==> config.mk <==
export PLATFORM = sky130hd
export DESIGN_NAME = cdc_4phase_dst_arb
export DESIGN_NICKNAME = d
export VERILOG_FILES = /design/src/rtl/cdc_4phase_pkg.sv /design/src/rtl/cdc_sync_bit.sv /design/src/rtl/cdc_4phase_dst_arb.sv
export SDC_FILE = /design/constraint.sdc
export NUM_CORES = 1
export LEC_CHECK = 0
export ABC_AREA = 1
export CAP_MARGIN = 20
export CORE_UTILIZATION = 46
export DETAILED_ROUTE_END_ITERATION = 8
export HOLD_SLACK_MARGIN = 0.08
export PLACE_DENSITY = 0.87
export SLEW_MARGIN = 20
export SYNTH_ARGS = -nofsm -noshare
export SYNTH_HDL_FRONTEND = slang
export SYNTH_SLANG_ARGS = --single-unit
==> constraint.sdc <==
create_clock -name clk_i -period 6.76 [get_ports clk_i]
set_clock_uncertainty 0.2 [all_clocks]
set_input_delay 2.028 -clock clk_i [delete_from_list [all_inputs] [get_ports clk_i]]
set_output_delay 2.028 -clock clk_i [all_outputs]
set_load 0.01 [all_outputs]
==> src/rtl/cdc_4phase_pkg.sv <==
// Shared types and the round-robin pick helper for the 4-phase
// destination arbiter. No ports; imported by the arbiter files.
package cdc_4phase_pkg;

    localparam int MAX_CH = 32;

    typedef enum logic {
        CH_IDLE  = 1'b0,
        CH_ACKED = 1'b1
    } ch_state_e;

    typedef struct packed {
        logic       found;
        logic [4:0] idx;
    } pick_t;

    // First set bit of pending, searching upward from last+1 and
    // wrapping at num_ch. Passing last = num_ch-1 gives lowest-index-wins.
    function automatic pick_t rr_pick(
        input logic [MAX_CH-1:0] pending,
        input int unsigned       last,
        input int unsigned       num_ch
    );
        pick_t      r;
        logic [5:0] c;
        r = '0;
        for (int unsigned i = 1; i <= MAX_CH; i++) begin
            c = 6'(last + i);
            if (c >= 6'(num_ch)) begin
                c = c - 6'(num_ch);
            end
            if (i <= num_ch && !r.found && pending[c[4:0]]) begin
                r.found = 1'b1;
                r.idx   = c[4:0];
            end
        end
        return r;
    endfunction

endpackage

==> src/rtl/cdc_sync_bit.sv <==
// Single-bit synchroniser: SYNC_STAGES flops, synchronous active-high reset.
// Ports: clk_i, rst_i, d_i (async in), q_o (synchronised out).
module cdc_sync_bit #(
    parameter int SYNC_STAGES = 2
) (
    input  logic clk_i,
    input  logic rst_i,
    input  logic d_i,
    output logic q_o
);

    logic [SYNC_STAGES-1:0] ff_q;

    always_ff @(posedge clk_i) begin
        if (rst_i) begin
            ff_q <= '0;
        end else begin
            ff_q <= {ff_q[SYNC_STAGES-2:0], d_i};
        end
    end

    assign q_o = ff_q[SYNC_STAGES-1];

endmodule

==> src/rtl/cdc_4phase_dst_arb.sv <==
// Multi-channel 4-phase handshake destination with round-robin grant
// into a one-entry valid/ready output stage tagged by channel.
// Ports: clk_i, rst_i (sync, active-high), async_req_i, async_ack_o,
//   async_data_i (ch k at [k*DATA_W +: DATA_W]), data_o, ch_o,
//   valid_o, ready_i.
// Macro CDC_4PHASE_ARB_FIXED_PRIO_EN: lowest pending index always wins.
module cdc_4phase_dst_arb
    import cdc_4phase_pkg::*;
#(
    parameter int  NUM_CH      = 4,
    parameter int  DATA_W      = 32,
    parameter int  SYNC_STAGES = 2,
    localparam int CH_W        = (NUM_CH > 1) ? $clog2(NUM_CH) : 1
) (
    input  logic                     clk_i,
    input  logic                     rst_i,
    input  logic [NUM_CH-1:0]        async_req_i,
    output logic [NUM_CH-1:0]        async_ack_o,
    input  logic [NUM_CH*DATA_W-1:0] async_data_i,
    output logic [DATA_W-1:0]        data_o,
    output logic [CH_W-1:0]          ch_o,
    output logic                     valid_o,
    input  logic                     ready_i
);

    logic [NUM_CH-1:0] req_s;
    logic [NUM_CH-1:0] pending;
    logic [NUM_CH-1:0] ack_q;
    ch_state_e         state_q [NUM_CH];

    logic [MAX_CH-1:0] pend_w;
    pick_t             pick;
    int unsigned       gnt_idx;
    logic [DATA_W-1:0] gnt_data;
    logic              free;
    logic              grant;

`ifndef CDC_4PHASE_ARB_FIXED_PRIO_EN
    logic [CH_W-1:0]   last_q;
`endif

    for (genvar k = 0; k < NUM_CH; k++) begin : g_sync
        cdc_sync_bit #(
            .SYNC_STAGES(SYNC_STAGES)
        ) u_sync (
            .clk_i (clk_i),
            .rst_i (rst_i),
            .d_i   (async_req_i[k]),
            .q_o   (req_s[k])
        );
        // An acked channel is never pending: one delivery per handshake.
        assign pending[k] = (state_q[k] == CH_IDLE) && req_s[k];
    end

    assign free = !valid_o || ready_i;

    always_comb begin
        pend_w = '0;
        pend_w[NUM_CH-1:0] = pending;
`ifdef CDC_4PHASE_ARB_FIXED_PRIO_EN
        pick = rr_pick(pend_w, NUM_CH - 1, NUM_CH);
`else
        pick = rr_pick(pend_w, 32'(last_q), NUM_CH);
`endif
        gnt_idx  = 32'(pick.idx);
        gnt_data = async_data_i[gnt_idx*DATA_W +: DATA_W];
        grant    = free && pick.found;
    end

    always_ff @(posedge clk_i) begin
        if (rst_i) begin
            for (int k = 0; k < NUM_CH; k++) begin
                state_q[k] <= CH_IDLE;
            end
            ack_q   <= '0;
            valid_o <= 1'b0;
            data_o  <= '0;
            ch_o    <= '0;
`ifndef CDC_4PHASE_ARB_FIXED_PRIO_EN
            last_q  <= CH_W'(NUM_CH - 1);
`endif
        end else begin
            for (int k = 0; k < NUM_CH; k++) begin
                if (state_q[k] == CH_ACKED && !req_s[k]) begin
                    state_q[k] <= CH_IDLE;
                    ack_q[k]   <= 1'b0;
                end
            end
            if (grant) begin
                data_o           <= gnt_data;
                ch_o             <= CH_W'(pick.idx);
                valid_o          <= 1'b1;
                ack_q[gnt_idx]   <= 1'b1;
                state_q[gnt_idx] <= CH_ACKED;
`ifndef CDC_4PHASE_ARB_FIXED_PRIO_EN
                last_q           <= CH_W'(pick.idx);
`endif
            end else if (free) begin
                valid_o <= 1'b0;
            end
        end
    end

    assign async_ack_o = ack_q;

endmodule
==> key figures <==
Clock tree
  • CTS buffer count: 5
  • Clock latency of the later-clocked register in the worst-skew pair: between 0.3 and 0.4 ns
  • CTS H-Tree Depth: 2
  • Clock transition at path regs: 0.11 ns
  • Clock Root Buffer: sky130_fd_sc_hd__clkbuf_8
  • Post-CTS Setup Repair Bufs: 0
  • Hold-fix buffers at CTS: 0
  • Clock Sink Count: 53
  • Maximum number of buffers from clock root to sink: 2
  • Clock tree from TritonCTS: yes
  • Post-cts repair resize count: 0

Synth
  • Avg Synthesized Cell Area: 5.728 um^2
  • Ys flop type: sky130_fd_sc_hd__dfxtp_1
  • Gate Count Post-Synth: 689
  • Number of unique standard cell types used by synthesis: 25
  • Share of synthesized area occupied by flip-flops and latches: between 20% and 30%
  • Synthesized net count: 829
  • Main area contributors after synthesis: sky130_fd_sc_hd__dfxtp_1, sky130_fd_sc_hd__nand3_1, sky130_fd_sc_hd__inv_1
  • Async set or reset register ratio after synthesis: 0%
  • Mapped cell area: 3946 um^2
  • Cell with the most instances after synthesis: sky130_fd_sc_hd__nand3_1
  • Post-synth EDFFs: 0
  • Number of warning messages in the yosys log: 0
  • Area share of the leading cell type in the synthesized netlist: 26.89%
  • Synth cell count leaders: sky130_fd_sc_hd__nand3_1, sky130_fd_sc_hd__inv_1, sky130_fd_sc_hd__nand2_1, sky130_fd_sc_hd__nor2_1, sky130_fd_sc_hd__dfxtp_1
  • Leading area contributor after synthesis: sky130_fd_sc_hd__dfxtp_1
  • Flip-flop and latch count after synthesis: 53

Die
  • Placement Rows: 33
  • Core region area: 8258 um^2
  • Initial cell density of the core: 47.79%
  • Vert. Die Dim: 94.62 um
  • Die footprint: approximately 9000 um^2
  • I/O pin total: 174
  • Die X: between 90 and 100 um

Global route
  • Maximum number of pins on one net before global-route repair: 70
  • Antenna violations before repair: 0
  • Number of global-route vias before repair: a little over 4k
  • Gr usage total: 24.44%
  • Global-route wire length before repair: 17630 um
  • Remaining Overflow, GRT: 0

Final layout
  • Layout cells sized above 1: 3.610%
  • N_diodes: 0
  • Number of fill cells: 693
  • Area added between synthesis and finish: 43.85%
  • NumNets Final: 970
  • Non-filler cells, final: about 940

Timing
  • Slew margin rel.: 39.50%
  • Share of the cycle needed by the critical path after routing: 58.43%
  • Fmax: 253.2 MHz
  • Worst Max-Slew Pin Slew: between 0.9 and 1 ns
  • Final hold violations: 0
  • Count of final max-slew check failures: 0
  • Total Negative Setup Slacks: 0 ns
  • Number of setup violations in the final report: 0
  • Setup repair after global routing missed its margin: false
  • Final worst-path setup slack: 2.810 ns
  • Crit path time final: 3.950 ns

Power
  • Worst voltage drop across the vdd grid: 0.3803 mV
  • Power density over cell area: roughly 470 nW/um^2
  • Total power: 2673 uW
  • Leakage Power: 0.003093 uW

Worst hold path
  • Path class of the lowest-slack min-delay path: flip-flop to flip-flop
  • Hold Startpoint: g_sync[3].u_sync.ff_q[0]

Worst setup path
  • Type of destination of the critical path: flip-flop
  • Critical Path Start: ready_i
  • Kind of critical path: input port to flip-flop
  • Critical Path AT: 3.96 ns
  • Largest fanout on the critical path: 69
  • Required @ worst endpoint: 6.77 ns
  • CP startpoint kind: input port
  • Launch instance of the worst register-to-register path: last_q[1]

Detailed routing
  • Number of detailed-route iterations in the first pass: 5
  • Number of nets with antenna violations after routing: 0
  • Post-DR wirelength/cell: 11.95 um
  • Initial detailed-routing violation count: between 150 and 200
  • Via-to-Cell Ratio: 4.906
  • Drt drc: 0
  • Via count: 4592
  • Routed wire length: 11180 um

Place
  • Routability congestion estimate: 0.8523
  • Total instance count after detailed placement: between 900 and 1k
  • Post-place setup slack: 2.525 ns
  • Detailed Place HPWL: ~7900 um
  • Number of port buffers: 173

Run status
  • Run status: complete, no violations

Job
  • Reported max-cap violation count: 0
flip-flops by register name, summed over array words and instances, names as in the netlist:
| name | count |
|---|---|
| state_q | 4 |
| last_q | 2 |
| ch_o | 2 |
| valid_o | 1 |
| data_o | 32 |
| g_sync.u_sync.ff_q | 8 |
| async_ack_o | 4 |
cells by family after synthesis:
logic type | synth area share, %
AO/OA/AOI/OAI | 2.854
adder cells (fa/ha/maj) | 1.585
buffers and inverters | 23.72
flip-flops | 26.89
AND/OR/NAND/NOR | 44.96
placed cells by master (no fill, tap or decap):
master | synthesis | routed
sky130_fd_sc_hd__nor2_4 | 1 | 1
sky130_fd_sc_hd__nand3_2 | 7 | 7
sky130_fd_sc_hd__nand3_1 | 181 | 181
sky130_fd_sc_hd__nand2_2 | 3 | 2
sky130_fd_sc_hd__clkinv_2 | 0 | 1
sky130_fd_sc_hd__nand2_1 | 119 | 119
sky130_fd_sc_hd__inv_2 | 3 | 2
sky130_fd_sc_hd__nor2_2 | 1 | 1
sky130_fd_sc_hd__o211ai_1 | 1 | 1
sky130_fd_sc_hd__nand4_1 | 2 | 2
sky130_fd_sc_hd__clkdlybuf4s50_1 | 0 | 172
sky130_fd_sc_hd__dfxtp_1 | 53 | 53
sky130_fd_sc_hd__inv_8 | 0 | 1
sky130_fd_sc_hd__clkbuf_8 | 0 | 5
sky130_fd_sc_hd__inv_4 | 1 | 1
sky130_fd_sc_hd__o31ai_4 | 1 | 1
sky130_fd_sc_hd__ha_1 | 5 | 5
sky130_fd_sc_hd__buf_4 | 16 | 2
sky130_fd_sc_hd__inv_1 | 177 | 177
sky130_fd_sc_hd__a21oi_1 | 6 | 6
sky130_fd_sc_hd__inv_6 | 0 | 1
sky130_fd_sc_hd__o21ai_0 | 7 | 7
sky130_fd_sc_hd__o21ai_4 | 0 | 1
sky130_fd_sc_hd__o21ai_1 | 2 | 2
sky130_fd_sc_hd__buf_2 | 14 | 1
sky130_fd_sc_hd__nor2_1 | 76 | 76
sky130_fd_sc_hd__clkinv_4 | 0 | 1
sky130_fd_sc_hd__nand2_4 | 0 | 1
sky130_fd_sc_hd__nand3_4 | 1 | 1
path summary, 6_finish.rpt:
path	to	slack, ns	depth (start not counted)
min	g_sync[3].u_sync.ff_q[1]	0.21	2
min reg2reg	g_sync[3].u_sync.ff_q[1]	0.21	2
max	data_o[25]	2.81	9
max reg2reg	data_o[25]	3.21	12
through the flow:
| step | utilization, % | hold WS [ns] | cell area, um^2 |
|---|---|---|---|
| 5_1_grt | 68.74 | 0.2364 | 5677 |
| 3_3_place_gp | 67.48 | 0.1883 | 5573 |
| 3_5_place_dp | 67.55 | 0.1980 | 5578 |
| 6_report | 68.74 | 0.2137 | 5677 |
| 4_1_cts | 68.73 | 0.2139 | 5675 |
| 2_1_floorplan | - | 0.1883 | 3946 |
critical path: stages:
cell	delay (ns)
sky130_fd_sc_hd__clkdlybuf4s50_1	0.40
sky130_fd_sc_hd__inv_1	0.05
sky130_fd_sc_hd__nand2_1	0.09
sky130_fd_sc_hd__o31ai_4	0.11
sky130_fd_sc_hd__clkinv_2	0.74
sky130_fd_sc_hd__nor2_1	0.31
sky130_fd_sc_hd__nor2_1	0.07
sky130_fd_sc_hd__nand2_1	0.10
sky130_fd_sc_hd__inv_1	0.04
final cells by class:
class / count / area [um^2] / area share [%]
Multi-Input combinational cell: 414 / 1962 / 34.56
Timing Repair Buffer: 175 / 1742 / 30.68
Sequential cell: 53 / 1061 / 18.69
Inverter: 181 / 683.2 / 12.03
Tap cell: 105 / 131.4 / 2.314
Clock buffer: 5 / 68.82 / 1.212
Clock inverter: 3 / 28.78 / 0.5069
where the power goes:
part | internal [uW] | switching (uW) | leakage, uW
registers | 431 | 71.0 | 0.000440
clock network | 77.6 | 113 | 0.0000506
logic | 750 | 1230 | 0.00260
total | 1260 | 1420 | 0.00309
layer usage:
metal,track usage [%],share of wire (%)
met5,0,0
met1,27.66,40
met2,45.68,49
met3,4.589,8.3
met4,7.702,2.1
No activity file was read; power rests on OpenSTA's default activity.
